File: src/rtl/rle_pkg.sv
// Shared definitions for the RLE frame packer: field widths, header sync nibble
// and FSM state encoding.
package rle_pkg;

    localparam int VAL_W_DEF = 12;
    localparam int CNT_W_DEF = 8;
    localparam int WORD_W    = VAL_W_DEF + CNT_W_DEF;
    localparam int LEN_W     = 8;
    localparam int SEQ_W     = 8;

    localparam logic [3:0] SYNC_NIB = 4'hA;

    typedef enum logic [1:0] {
        ST_IDLE = 2'd0,
        ST_HDR  = 2'd1,
        ST_PAY  = 2'd2,
        ST_CSUM = 2'd3
    } state_t;

endpackage

File: src/rtl/rle_pair_fifo.sv
// Synchronous FIFO with a write-side mark/rewind pair, so a partially written
// frame can be discarded by returning wr_ptr to the last committed boundary.
module rle_pair_fifo #(
    parameter int W     = 20,
    parameter int DEPTH = 16
) (
    input  logic         clk,
    input  logic         rst,
    input  logic         push_i,
    input  logic [W-1:0] din_i,
    input  logic         pop_i,
    output logic [W-1:0] dout_o,
    output logic         full_o,
    output logic         empty_o,
    input  logic         mark_i,
    input  logic         rewind_i
);

    localparam int AW = $clog2(DEPTH);

    logic [W-1:0] mem [DEPTH];
    logic [AW:0]  wr_ptr_q, wr_ptr_d;
    logic [AW:0]  rd_ptr_q;
    logic [AW:0]  mark_q;

    always_comb begin
        wr_ptr_d = wr_ptr_q;
        if (rewind_i) begin
            wr_ptr_d = mark_q;
        end else if (push_i) begin
            wr_ptr_d = wr_ptr_q + (AW+1)'(1);
        end
    end

    always_ff @(posedge clk or posedge rst) begin
        if (rst) begin
            wr_ptr_q <= '0;
            rd_ptr_q <= '0;
            mark_q   <= '0;
        end else begin
            wr_ptr_q <= wr_ptr_d;
            if (pop_i) begin
                rd_ptr_q <= rd_ptr_q + (AW+1)'(1);
            end
            // The mark is the first slot of the next frame.
            if (mark_i) begin
                mark_q <= wr_ptr_d;
            end
        end
    end

    always_ff @(posedge clk) begin
        if (push_i) begin
            mem[wr_ptr_q[AW-1:0]] <= din_i;
        end
    end

    assign dout_o  = mem[rd_ptr_q[AW-1:0]];
    assign empty_o = (wr_ptr_q == rd_ptr_q);
    assign full_o  = (wr_ptr_q[AW] != rd_ptr_q[AW]) &&
                     (wr_ptr_q[AW-1:0] == rd_ptr_q[AW-1:0]);

endmodule

File: src/rtl/rle_frame_packer.sv
// Buffers RLE (value,count) pairs per block and emits header/payload/checksum
// words on a valid/ready stream. Optional checksum word: define CHECKSUM_EN.
module rle_frame_packer
    import rle_pkg::*;
#(
    parameter int VAL_W     = VAL_W_DEF,
    parameter int CNT_W     = CNT_W_DEF,
    parameter int DEPTH     = 16,
    parameter int LEN_DEPTH = 4
) (
    input  logic                   clk,
    input  logic                   rst,
    input  logic                   in_valid,
    input  logic [VAL_W-1:0]       in_value,
    input  logic [CNT_W-1:0]       in_count,
    input  logic                   in_last,
    output logic                   out_valid,
    input  logic                   out_ready,
    output logic [VAL_W+CNT_W-1:0] out_data,
    output logic                   out_sof,
    output logic                   out_eof,
    output logic                   ovf,
    input  logic                   ovf_clr,
    output logic [1:0]             dbg_state
);

    localparam int W = VAL_W + CNT_W;
`ifdef CHECKSUM_EN
    localparam bit CSUM_ON = 1'b1;
`else
    localparam bit CSUM_ON = 1'b0;
`endif

    // Stream handshake: a word transfers on a rising edge where out_valid and
    // out_ready are both high; while out_valid is high and out_ready low, the
    // presented word (data/sof/eof) stays unchanged.

    logic             pair_full, pair_empty, len_full, len_empty;
    logic [W-1:0]     pair_dout;
    logic [LEN_W-1:0] len_dout;

    logic             ovf_now, pair_push, commit, rewind;
    logic             hs, frame_done, start_frame, pair_pop;
    logic [LEN_W-1:0] len_cnt_q;
    logic             drop_q, ovf_q;

    state_t           state_q;
    logic [LEN_W-1:0] rem_q;
    logic [SEQ_W-1:0] seq_q;
    logic [W-1:0]     csum_q;
    logic             out_valid_q, out_sof_q, out_eof_q;
    logic [W-1:0]     out_data_q;

    always_comb begin
        ovf_now   = in_valid && !drop_q && (pair_full || (in_last && len_full));
        pair_push = in_valid && !drop_q && !ovf_now;
        commit    = pair_push && in_last;
        rewind    = in_valid && in_last && (drop_q || ovf_now);

        hs          = out_valid_q && out_ready;
        // The output slot frees up when nothing is shown or the eof word leaves.
        frame_done  = (state_q == ST_IDLE) || (hs && out_eof_q);
        start_frame = frame_done && !len_empty;
        pair_pop    = hs && !pair_empty &&
                      ((state_q == ST_HDR) || (state_q == ST_PAY && rem_q != '0));
    end

    rle_pair_fifo #(.W(W), .DEPTH(DEPTH)) u_pair_fifo (
        .clk      (clk),
        .rst      (rst),
        .push_i   (pair_push),
        .din_i    ({in_count, in_value}),
        .pop_i    (pair_pop),
        .dout_o   (pair_dout),
        .full_o   (pair_full),
        .empty_o  (pair_empty),
        .mark_i   (commit),
        .rewind_i (rewind)
    );

    rle_pair_fifo #(.W(LEN_W), .DEPTH(LEN_DEPTH)) u_len_fifo (
        .clk      (clk),
        .rst      (rst),
        .push_i   (commit),
        .din_i    (len_cnt_q + LEN_W'(1)),
        .pop_i    (start_frame),
        .dout_o   (len_dout),
        .full_o   (len_full),
        .empty_o  (len_empty),
        .mark_i   (1'b0),
        .rewind_i (1'b0)
    );

    always_ff @(posedge clk or posedge rst) begin
        if (rst) begin
            len_cnt_q <= '0;
            drop_q    <= 1'b0;
            ovf_q     <= 1'b0;
        end else begin
            if (ovf_clr) begin
                ovf_q <= 1'b0;
            end else if (ovf_now) begin
                ovf_q <= 1'b1;
            end
            if (in_valid && in_last) begin
                len_cnt_q <= '0;
                drop_q    <= 1'b0;
            end else begin
                if (pair_push) begin
                    len_cnt_q <= len_cnt_q + LEN_W'(1);
                end
                if (ovf_now) begin
                    drop_q <= 1'b1;
                end
            end
        end
    end

    always_ff @(posedge clk or posedge rst) begin
        if (rst) begin
            state_q     <= ST_IDLE;
            rem_q       <= '0;
            seq_q       <= '0;
            csum_q      <= '0;
            out_valid_q <= 1'b0;
            out_sof_q   <= 1'b0;
            out_eof_q   <= 1'b0;
            out_data_q  <= '0;
        end else if (start_frame) begin
            state_q     <= ST_HDR;
            rem_q       <= len_dout;
            csum_q      <= '0;
            out_valid_q <= 1'b1;
            out_sof_q   <= 1'b1;
            out_eof_q   <= 1'b0;
            out_data_q  <= W'({SYNC_NIB, seq_q, len_dout});
        end else if (frame_done) begin
            state_q     <= ST_IDLE;
            out_valid_q <= 1'b0;
            out_sof_q   <= 1'b0;
            out_eof_q   <= 1'b0;
        end else if (hs) begin
            case (state_q)
                ST_HDR, ST_PAY: begin
                    if (state_q == ST_HDR) begin
                        seq_q <= seq_q + SEQ_W'(1);
                    end
                    if (pair_pop) begin
                        state_q    <= ST_PAY;
                        rem_q      <= rem_q - LEN_W'(1);
                        csum_q     <= csum_q ^ pair_dout;
                        out_sof_q  <= 1'b0;
                        out_eof_q  <= !CSUM_ON && (rem_q == LEN_W'(1));
                        out_data_q <= pair_dout;
                    end else if (CSUM_ON) begin
                        state_q    <= ST_CSUM;
                        out_eof_q  <= 1'b1;
                        out_data_q <= csum_q;
                    end
                end
                default: ;
            endcase
        end
    end

    assign out_valid = out_valid_q;
    assign out_sof   = out_sof_q;
    assign out_eof   = out_eof_q;
    assign out_data  = out_data_q;
    assign ovf       = ovf_q;
    assign dbg_state = state_q;

endmodule

File: config.mk
export PLATFORM = sky130hd
export DESIGN_NAME = rle_frame_packer
export DESIGN_NICKNAME = d
export VERILOG_FILES = /design/src/rtl/rle_pkg.sv /design/src/rtl/rle_pair_fifo.sv /design/src/rtl/rle_frame_packer.sv
export SDC_FILE = /design/constraint.sdc
export NUM_CORES = 1
export LEC_CHECK = 0
export BUFFER_PORTS_ARGS = -buffer_cell sky130_fd_sc_hd__buf_2
export CORE_UTILIZATION = 55
export CTS_BUF_LIST = sky130_fd_sc_hd__clkbuf_2 sky130_fd_sc_hd__clkbuf_4 sky130_fd_sc_hd__clkbuf_8
export DETAILED_ROUTE_END_ITERATION = 16
export PLACE_DENSITY = 0.75
export SKIP_CTS_REPAIR_TIMING = 1
export SYNTH_ARGS = -nofsm -noshare
export SYNTH_HDL_FRONTEND = slang
export SYNTH_SLANG_ARGS = --single-unit
File: constraint.sdc
create_clock -name clk -period 4.1 [get_ports clk]
set_input_delay 0.41 -clock clk [delete_from_list [all_inputs] [get_ports clk]]
set_output_delay 0.41 -clock clk [all_outputs]
set_load 0.01 [all_outputs]
Yosys cells after proc, flatten, opt, wreduce, memory -nomap -nowiden
Memory sizes are Yosys's and may differ from the RTL's.
Index checks and enable logic that the tools add are counted.
- memory bits (writable): 352
- output and inout bits: 26
- input bits: 26
- register bits: 72
- memories: 2
- bitwise operators: 2
- multiplexer cells: 38
- equality and inequality tests: 10
- add/sub/neg operators: 7
- reductions and logical operators: 39
- memories (name ; depth ; bits a word ; rd ports ; clocked after Yosys merged registers in ; write ports ; RTL line ; source):
    u_pair_fifo.mem ; 16 ; 20 ; 1 ; 0 ; 1 ; rle_pair_fifo.sv:21 ; logic [W-1:0] mem [DEPTH];
    u_len_fifo.mem ; 4 ; 8 ; 1 ; 0 ; 1 ; rle_pair_fifo.sv:21 ;
- operators with widths (operator ; count):
    20-bit 2-to-1 mux ; 5
    8-bit 2-to-1 mux ; 7
    1-bit 2-to-1 mux ; 19
    8-bit by 1-bit adder with 8-bit output (second input constant) ; 2
    1-bit logical AND ; 15
    2-bit nonzero test ; 7
    5-bit by 1-bit adder with 5-bit output (second input constant) ; 2
    2-bit 2-to-1 mux ; 5
    5-bit 2-to-1 mux ; 2
    3-bit nonzero test ; 3
    8-bit by 1-bit equality test with 1-bit output (second input constant) ; 1
    8-bit nonzero test ; 1
    8-bit by 1-bit subtractor with 8-bit output (second input constant) ; 1
    3-bit by 1-bit adder with 3-bit output (second input constant) ; 2
    5-bit equality test ; 1
    5-bit AND reduction ; 1
    4-bit equality test ; 1
    1-bit logical NOT ; 4
    1-bit logical OR ; 4
    4-bit AND reduction ; 1
    3-bit equality test ; 1
    3-bit AND reduction ; 1
    2-bit by 1-bit equality test with 1-bit output (second input constant) ; 1
    2-bit equality test ; 1
    6 further kinds ; 8

Depth between registers and ports, before layout
Gate-level depths: netlist (run 1).
- word-level depth: 10
- mapped depth: 9
- depth with buffers taken out: 7

Modules after synthesis
From an unflattened synthesis (run 1), not the netlist that was laid out.
- cells, all modules: 985
- area, all modules: 17425.5 um^2
- by module, submodules not included (module ; area an instance (um^2) ; cells each ; instances):
    rle_pair_fifo at u_pair_fifo ; 13162.6 ; 623 ; 1
    rle_frame_packer ; 2607.5 ; 277 ; 1
    rle_pair_fifo at u_len_fifo ; 1655.3 ; 85 ; 1

Worst setup path before layout (run 1)
OpenSTA, ideal clock, no wires.
- kind: flip-flop to flip-flop
- start point: register u_len_fifo.rd_ptr_q[0]
- end point: memory u_pair_fifo.mem[2][0], enable pin
- buffers on the path: 2
- slack: 154 ps
- arrival time: 3491 ps
- clock period less this slack: 3946 ps
- cell stages (with the launch flop): 7
- path through: dfrtp_1 > buf_4 > xnor2_1 > a41oi_2 > o21ai_2 > buf_2 > nor4b_1
- cells in the longest elaborated chain, start to end: 9
- RTL lines (item ; RTL line ; source):
    from (decl) ; rle_pair_fifo.sv:23 ; logic [AW:0] rd_ptr_q;
    from (signal assigned) ; rle_pair_fifo.sv:43 ; rd_ptr_q <= rd_ptr_q + (AW+1)'(1);
    2-bit equality test ; rle_pair_fifo.sv:61 ; (wr_ptr_q[AW-1:0] == rd_ptr_q[AW-1:0]);
    1-bit logical AND ; rle_pair_fifo.sv:60 ; assign full_o = (wr_ptr_q[AW] != rd_ptr_q[AW]) &&
    1-bit logical AND ; rle_frame_packer.sv:55 ; ovf_now = in_valid && !drop_q && (pair_full || (in_last && len_full));
    1-bit logical OR ; rle_frame_packer.sv:55 ;
    1-bit logical AND ; rle_frame_packer.sv:55 ;
    1-bit logical NOT ; rle_frame_packer.sv:56 ; pair_push = in_valid && !drop_q && !ovf_now;
    1-bit logical AND ; rle_frame_packer.sv:56 ;
    1-bit 2-to-1 mux ; rle_pair_fifo.sv:53 ; if (push_i) begin
    1-bit 2-to-1 mux (not written as such) ; rle_pair_fifo.sv:54 ; mem[wr_ptr_q[AW-1:0]] <= din_i;
    to (decl) ; rle_pair_fifo.sv:21 ;
Every way passes these cells.

Worst setup path in the final report (run 1)
- start point: register u_len_fifo.rd_ptr_q[1]
- end point: memory u_pair_fifo.mem[8][9], enable pin
The elaborated chain is that of the path after synthesis.

==> results of run 1 <==
[metrics by stage]
stage	setup slack, ns	std cells	total power (W)
4_1_cts	1.13	1460	0.00997
2_1_floorplan	0.154	907	0.00593
3_3_place_gp	1.25	1332	0.00629
3_5_place_dp	1.17	1332	0.00633
5_1_grt	0.951	1462	0.0103
6_report	1.15	1465	0.00989
[layout make-up]
class	count	share of cell area, %
sequential	423	64.1
multi-input combinational	420	23.3
clock buffer	105	6.46
tap	396	2.57
timing repair buffer	81	2.51
clock inverter	23	0.805
inverter	13	0.253
antenna	4	0.0519
[worst paths after layout]
path	start	to	slack, ns	cells past startpoint
max	u_len_fifo.rd_ptr_q[1]	u_pair_fifo.mem[8][9]	1.15	6
min	rst	len_cnt_q[3]	0.04	2
max reg2reg	u_len_fifo.rd_ptr_q[1]	u_pair_fifo.mem[8][9]	1.15	6
min reg2reg	u_pair_fifo.mark_q[1]	u_pair_fifo.wr_ptr_q[1]	0.48	1
max in group asynchronous	rst	out_data[17]	3.11	3
min in group clk	in_valid	drop_q	0.07	2
[Yosys cell counts, types with 8 or more instances]
| cell | n | share of area (%) |
|---|---|---|
| a211oi_1 | 12 | 0.53 |
| a21oi_1 | 10 | 0.29 |
| a22o_1 | 9 | 0.46 |
| a31oi_1 | 13 | 0.47 |
| and3_1 | 10 | 0.37 |
| buf_2 | 26 | 0.76 |
| clkbuf_1 | 14 | 0.31 |
| dfrtp_1 | 71 | 10 |
| edfxtp_1 | 352 | 62 |
| ha_1 | 18 | 1.3 |
| inv_1 | 13 | 0.28 |
| mux2i_1 | 12 | 0.70 |
| mux4_2 | 97 | 13 |
| nand2_1 | 27 | 0.59 |
| nand3_1 | 17 | 0.50 |
| nor2_1 | 36 | 0.79 |
| nor3_1 | 28 | 0.82 |
| o31ai_1 | 8 | 0.35 |
| xnor2_1 | 21 | 1.1 |
| xor2_1 | 12 | 0.61 |
[state kept, by name, indices dropped and copies added, names as in the netlist, 2 cells and up]
name / cells
u_pair_fifo.mem: 320
u_len_fifo.mem: 32
out_data: 20
len_cnt_q: 8
rem_q: 8
seq_q: 8
u_pair_fifo.mark_q: 5
u_pair_fifo.rd_ptr_q: 5
u_pair_fifo.wr_ptr_q: 5
u_len_fifo.rd_ptr_q: 3
u_len_fifo.wr_ptr_q: 3
dbg_state: 2
[kinds of logic (layout without fill, tap and decap cells)]
logic type / after synthesis / in the layout
mux: 118 / 118
other cells: 0 / 4
flops: 423 / 423
compound gates: 86 / 86
fa+ha+maj: 18 / 18
xor+xnor: 33 / 33
simple gates: 165 / 165
buf+inv: 64 / 222
[per-layer routing]
layer / global-route usage (%) / part of all wire [%] / up-vias
met5: 0 / 0.023 / -
met4: 8.83 / 2.9 / 2
li1: - / - / 3907
met3: 4.80 / 7.3 / 78
met1: 32.4 / 42 / 4557
met2: 35.4 / 48 / 346
[report_power, final]
part	internal, W	total [W]	switching (W)	leakage [nW]
combinational	0.000324	0.000944	0.000620	1.78
sequential	0.00511	0.00530	0.000181	4.12
clock	0.00202	0.00365	0.00162	0.748
total	0.00746	0.00989	0.00242	6.65
==> flow_summary.yaml, run 1 <==
cells_and_area:
  synthToLayoutAreaGrowth_pct: 12.6
  multiInputGateArea_sq_um: 4490
  drive_above_1_share_pct: 29.8
  fin_util_pct: 63.0
  seq_area_sq_um: 12400
  final_area_sq_um: 19300
  final_common_cell: "edfxtp_1"
  nets: 1052
  mostFrequentLayoutCells: "edfxtp_1 (352), mux4_2 (97), clkbuf_8 (73), dfrtp_1 (68), buf_2 (51)"
  n_fill_cell: 2108
sta:
  worst_pin_slew_ns: 1.34
  final-hold-violation-count: 0
  finalSetupTns_ns: 0
  post-route-period-util_pct: 72.1
  whs_ns: 0.0438
  fin_skew_ns: 0.0228
  rsz0062_at_grt: "false"
  fmax_mhz: 338
  setup_viol: 0
  slew_viol_final: 0
  slew_headroom_pct: 10.6
  timing.final.crit_period_ns: 2.95
floorplanning:
  die_x_um: 178
  dieArea_sq_um: 31900
  core_sq_um: 30600
  die_h_um: 178
  io-pin-count: 52
  initial_core_util_pct: 56.0
  rows: 64
synth:
  synth_edf_count: 352
  dominantRegCellSynth: "edfxtp_1"
  yosysWarnings: 0
  synth_xor_area_share_pct: 1.69
  async_reset_ff_share_pct: 16.8
  synth_top_family_by_area: "multiplexers"
  yosysSeqAreaShare_pct: 72.1
  synth_compound_area_share_pct: 3.64
  syn_inst: 907
  syn_nets: 951
  postSynthRegisterBits: 423
  synthAdderAreaFrac_pct: 1.31
  synthSimpleGateAreaFrac_pct: 5.01
  syn_avg_cell_area_sq_um: 18.9
  muxShareOfSynthArea_pct: 14.3
  yosys.cell_types.count: 54
  mappedNetlistArea_sq_um: 17100
global_routing:
  antenna_found_initial: 4
  grt_pass1_wl_mm: 52.9
  grt_max_degree: 60
  grt-ovfl-total: 0
  grt.total_usage_pct: 23.0
  grt_pass1_vias: 8925
routing:
  detail-route-antenna-nets: 0
  dr.pass1.iters: 5
  wire_per_inst_um: 23.9
  num_vias: 8890
  routed_wl_mm: 34.9
  drcViolationCount: 0
  drtIter0Drc: 920
  vias_per_cell: 6.07
min_path:
  hp-class: "in2async"
placement:
  globalplace.congestion: 0.844
  hpwl_mm: 20.5
  numPortBuffers: 51
  placed_area_sq_um: 17900
outcome:
  status: "complete, no violations"
setup_path:
  end_kind: "flip-flop"
  cp.arrival_ns: 3.13
  crit_type: "reg2reg"
  crit_family: "simple AND/OR/NAND/NOR gates"
  crit_chain: "buf_4, xnor2_1, a41oi_2, o21ai_2, nor2_1, and3_1"
  cp-start-kind: "flip-flop"
  cp.required_ns: 4.27
  max_stage_delay_ns: 1.09
  crit_buf_inv: 1
  cp_max_fo: 20
  slowest_stage: "and3_1"
clock_network:
  cts_root_buf: "clkbuf_8"
  clkTransAtPathRegs_ns: 0.06
  cts_inserted_buffers: 69
  clock_latency_ns: 0.58
  cts_tree: "done"
  htreeDepth: 3
  cts.sinks: 423
  cts.path.max_buffers: 3
flow_run:
  cap_violations: 0
power:
  leakage_nw: 6.65
  vdd_ir_drop_max_v: 0.000322
  power.density_nw_per_um2: 513
Note: power is estimated with default switching activity, not from simulation.
==> run 2: changes to the inputs <==
--- a/config.mk
+++ b/config.mk
@@ -9,7 +9,7 @@
 export CORE_UTILIZATION = 55
 export CTS_BUF_LIST = sky130_fd_sc_hd__clkbuf_2 sky130_fd_sc_hd__clkbuf_4 sky130_fd_sc_hd__clkbuf_8
 export DETAILED_ROUTE_END_ITERATION = 16
-export PLACE_DENSITY = 0.75
+export PLACE_DENSITY = 0.72
 export SKIP_CTS_REPAIR_TIMING = 1
 export SYNTH_ARGS = -nofsm -noshare
 export SYNTH_HDL_FRONTEND = slang
==> constraint.sdc (replaced) <==
create_clock -name clk -period 2.9 [get_ports clk]
set_input_delay 0.29 -clock clk [delete_from_list [all_inputs] [get_ports clk]]
set_output_delay 0.29 -clock clk [all_outputs]
set_load 0.01 [all_outputs]
==> run 2 against run 1 <==
  * Routed wire length rose by 3.1%
  * Final cell count rose by 0.68%
  * Sequential power rose by 40%
  * Critical path type unchanged
==> flow_summary.yaml, run 2 (synthesis results as in run 1) <==
cells_and_area:
  final_common_cell: "edfxtp_1"
  synthToLayoutAreaGrowth_pct: 13.4
  fin_util_pct: 63.5
  largest_reg_flops: 320
  nets: 1067
  drive_above_1_share_pct: 29.3
  mostFrequentLayoutCells: "edfxtp_1 (352), mux4_2 (97), clkbuf_8 (70), dfrtp_1 (68), buf_2 (51)"
routing:
  drtIter0Drc: 693
  drcViolationCount: 0
  dr.pass1.iters: 4
  routed_wl_mm: 36.0
  detail-route-antenna-nets: 0
  num_vias: 8938
  vias_per_cell: 6.06
  wire_per_inst_um: 24.4
sta:
  worst_pin_slew_ns: 0.725
  timing.final.crit_period_ns: 2.54
  slew_viol_final: 0
  final-hold-violation-count: 0
  post-route-period-util_pct: 87.6
  rsz0062_at_grt: "false"
  fin_skew_ns: 0.0196
  fmax_mhz: 394
  setup_viol: 0
  slew_headroom_pct: 51.7
power:
  p_int_w: 0.0104
  power_frac_seq_pct: 53.7
  sw_frac_of_total_pct: 25.1
  power.density_nw_per_um2: 713
  p_clk_share_pct: 35.1
  finalPower_w: 0.0138
  combPwrFrac_pct: 11.2
  vdd_ir_drop_max_v: 0.000355
  leakage_nw: 6.69
  switching_power_w: 0.00347
setup_path:
  cp.arrival_ns: 3.03
  cp_max_fo: 28
  max_stage_delay_ns: 0.49
  slowest_stage: "or4_1"
  crit_chain: "inv_1, ha_1, o211ai_1, a21oi_1, o211ai_1, buf_4, or4_1, a31oi_1"
  cp-start-kind: "flip-flop"
  crit_type: "reg2reg"
  end_kind: "flip-flop"
  cp.required_ns: 3.39
  cpMostUsedCell: "o211ai_1"
outcome:
  status: "complete, no violations"
clock_network:
  htreeDepth: 3
  cts_inserted_buffers: 69
  cts.path.max_buffers: 3
  clkTransAtPathRegs_ns: 0.06
  cts_root_buf: "clkbuf_8"
  clock_latency_ns: 0.59
  cts_tree: "done"
  cts.sinks: 423
floorplanning:
  initial_core_util_pct: 56.0
  dieArea_sq_um: 31900
  core_sq_um: 30600
  io-pin-count: 52
  rows: 64
  die_h_um: 178
  die_x_um: 178
placement:
  globalplace.congestion: 0.833
  hpwl_mm: 21.1
  numPortBuffers: 51
global_routing:
  grt-ovfl-total: 0
  grt_max_degree: 68
  grt.total_usage_pct: 23.7
  grt_pass1_wl_mm: 54.5
  antenna_found_initial: 5
  grt_pass1_vias: 9069
min_path:
  hp-class: "in2reg"
flow_run:
  cap_violations: 0
## run 2: final timing paths
kind                                       startpoint                 endpoint  slack [ns]  cells after the start
worst max-delay path                     dbg_state[1]                 rem_q[5]        0.36                      8
worst min-delay path                      in_value[9]    u_pair_fifo.mem[3][9]        0.08                      1
worst max register to register           dbg_state[1]                 rem_q[5]        0.36                      8
worst min register to register  u_pair_fifo.mark_q[1]  u_pair_fifo.wr_ptr_q[1]        0.49                      1
max in group asynchronous                         rst             len_cnt_q[0]        1.64                      5
min in group asynchronous                         rst              out_data[8]        0.36                      3
## run 2: area by class of cell
type,instances,area [sq um]
tap,396,495
clock buffer,89,1110
timing repair buffer,96,691
sequential,423,12400
clock inverter,34,191
inverter,13,48.8
multi-input combinational,420,4520
fill,2100,11200
antenna,4,10.0
## run 2: power by group through the flow
| stage | logic, W | clock network [W] | registers [W] |
|---|---|---|---|
| after floorplan | 0.000903 | 0 | 0.00749 |
| after global placement | 0.00151 | 0 | 0.00753 |
| after detailed placement | 0.00155 | 0 | 0.00756 |
| after CTS | 0.00155 | 0.00497 | 0.00744 |
| after global routing | 0.00167 | 0.00523 | 0.00748 |
| final | 0.00155 | 0.00486 | 0.00743 |
## run 2: metal layers
metal	wire length, um	up-vias	GRT usage, %
met5	13	-	0
met1	15600	4635	32.7
met3	2340	60	5.03
met2	17400	316	37.9
li1	-	3925	-
met4	694	2	8.09
## run 2: per-stage QoR
step / setup TNS [ns] / area (sq um) / cells / hold WS, ns / setup slack (ns)
2_1_floorplan: -3.85 / 17200 / 907 / 0.356 / -0.0659
3_3_place_gp: 0 / 18100 / 1344 / 0.428 / 0.359
3_5_place_dp: 0 / 18100 / 1344 / 0.439 / 0.341
4_1_cts: 0 / 19400 / 1467 / -0.193 / 0.342
5_1_grt: 0 / 19400 / 1472 / 0.0552 / 0.179
6_report: 0 / 19400 / 1475 / 0.0818 / 0.361
## run 2: critical path: cells and delay by family, from the launching register on
family                     cells  cell delay (ns)
AOI/OAI and AO/OA              4             0.93
and+or+nand+nor                1             0.49
DFF                            1             0.40
buffers and inverters          2             0.38
adders and majority gates      1             0.24
==> run 3: changes to the inputs <==
--- a/config.mk
+++ b/config.mk
@@ -6,6 +6,7 @@
 export NUM_CORES = 1
 export LEC_CHECK = 0
 export BUFFER_PORTS_ARGS = -buffer_cell sky130_fd_sc_hd__buf_2
+export CORE_ASPECT_RATIO = 0.75
 export CORE_UTILIZATION = 55
 export CTS_BUF_LIST = sky130_fd_sc_hd__clkbuf_2 sky130_fd_sc_hd__clkbuf_4 sky130_fd_sc_hd__clkbuf_8
 export DETAILED_ROUTE_END_ITERATION = 16
==> run 3 against run 2 <==
  * Worst hold slack worse by 0.054 ns
  * First-iteration DRC count up 18%
  * Register-to-register slack better by 0.05 ns
  * Via count down 1.4%
  * Critical path type unchanged
  * Critical endpoint is now rem_q[4]
==> flow_summary.yaml, run 3 (synthesis results as in run 1) <==
outcome:
  status: "complete, no violations"
setup_path:
  cp.arrival_ns: 3.03
  slowest_stage: "or4_1"
  cp_max_fo: 22
  crit_chain: "inv_1, ha_1, nor4b_1, a21oi_1, o211ai_1, buf_4, or4_1, a31oi_1"
  reg2reg_depth: 8
  crit_type: "reg2reg"
  crit_buf_inv: 2
  cp-start-kind: "flip-flop"
  crit_family: "compound AO/OA/AOI/OAI gates"
  end_kind: "flip-flop"
  cp.required_ns: 3.44
  max_stage_delay_ns: 0.49
  path_depth: 8
sta:
  post-route-period-util_pct: 85.9
  fin_ws_ns: 0.409
  slew_headroom_pct: 52.7
  worst_pin_slew_ns: 0.707
  whs_ns: 0.0280
  setup_viol: 0
  fmax_mhz: 401
  rsz0062_at_grt: "false"
  fin_skew_ns: 0.0221
  final-hold-violation-count: 0
  timing.final.crit_period_ns: 2.49
  slew_viol_final: 0
routing:
  dr.pass1.iters: 5
  detail-route-antenna-nets: 0
  drtIter0Drc: 819
  num_vias: 8815
  drcViolationCount: 0
  vias_per_cell: 6.05
  wire_per_inst_um: 25.0
  routed_wl_mm: 36.4
power:
  leakage_nw: 6.64
  sw_frac_of_total_pct: 25.1
  vdd_ir_drop_max_v: 0.000613
  power.density_nw_per_um2: 703
  power_frac_seq_pct: 54.8
  p_clk_share_pct: 33.5
  switching_power_w: 0.00341
  combPwrFrac_pct: 11.6
  p_int_w: 0.0102
min_path:
  hp-class: "in2reg"
  min_path_cells: 1
floorplanning:
  dieArea_sq_um: 31900
  initial_core_util_pct: 56.3
  io-pin-count: 52
  core_sq_um: 30400
  rows: 55
  die_h_um: 155
  die_x_um: 206
global_routing:
  antenna_found_initial: 0
  grt_pass1_vias: 8910
  grt_pass1_wl_mm: 54.8
  grt-ovfl-total: 0
  grt_max_degree: 72
  grt.total_usage_pct: 23.8
placement:
  hpwl_mm: 21.5
  place_ws_ns: 0.515
  globalplace.congestion: 0.826
  numPortBuffers: 51
cells_and_area:
  nets: 1055
  final_common_cell: "edfxtp_1"
  drive_above_1_share_pct: 29.0
  n_antenna_cell: 0
  synthToLayoutAreaGrowth_pct: 12.7
  largest_reg_flops: 320
  mostFrequentLayoutCells: "edfxtp_1 (352), mux4_2 (97), dfrtp_1 (68), clkbuf_8 (63), buf_2 (51)"
  n_fill_cell: 2132
clock_network:
  cts.path.max_buffers: 3
  cts.sinks: 423
  clkTransAtPathRegs_ns: 0.07
  cts_root_buf: "clkbuf_8"
  htreeDepth: 2
  cts_inserted_buffers: 59
  clock_latency_ns: 0.63
  cts_tree: "done"
flow_run:
  cap_violations: 0
run 3: cell types whose count changed in the layout (fill, tap and decap cells not counted), sizes merged:
| cell | delta |
|---|---|
| inv | +1 |
| clkbuf | +3 |
| diode | -4 |
| buf | -2 |
| clkinvlp | -5 |
| bufinv | -1 |
| clkinv | -12 |
run 3: routing by layer:
| layer | vias to the layer above | routed length, um | track usage (%) |
|---|---|---|---|
| met5 | - | 0 | 0 |
| met4 | 0 | 834 | 7.18 |
| met3 | 59 | 2860 | 5.73 |
| met2 | 329 | 16400 | 34.2 |
| met1 | 4536 | 16300 | 36.5 |
| li1 | 3891 | - | - |
run 3: cell type report:
cell class                 count  area, sq um  share of cell area [%]
tap                          399          499                    2.59
inverter                      13         48.8                   0.253
sequential                   423        12400                    64.0
multi-input combinational    420         4520                    23.4
clock buffer                  92         1080                    5.62
timing repair buffer          94          701                    3.63
clock inverter                17         85.1                   0.441
run 3: path summary, 6_finish.rpt:
check                                       from                       to  slack (ns)
max                                     rem_q[0]                 rem_q[4]        0.41
min                                  in_count[5]   u_pair_fifo.mem[1][17]        0.03
max reg2reg                             rem_q[0]                 rem_q[4]        0.41
min reg2reg                u_pair_fifo.mark_q[1]  u_pair_fifo.wr_ptr_q[1]        0.48
max in group asynchronous                    rst  u_pair_fifo.rd_ptr_q[1]        2.26
min in group asynchronous                    rst                 seq_q[4]        0.27
run 3: through the flow:
step	cells	area [sq um]	util (%)	setup TNS [ns]	total power (W)
finish	1458	19300	63.4	0	0.0136
global route	1458	19300	63.4	0	0.0141
CTS	1454	19300	63.3	0	0.0136
detailed placement	1345	18100	59.5	0	0.00911
global placement	1345	18100	59.5	0	0.00906
floorplan	907	17200	-	-3.85	0.00840
run 3: power groups by stage:
stage	logic, W	registers [W]	clock network, W
finish	0.00158	0.00744	0.00455
global route	0.00170	0.00748	0.00487
CTS	0.00156	0.00744	0.00464
detailed placement	0.00155	0.00756	0
global placement	0.00153	0.00754	0
floorplan	0.000903	0.00749	0
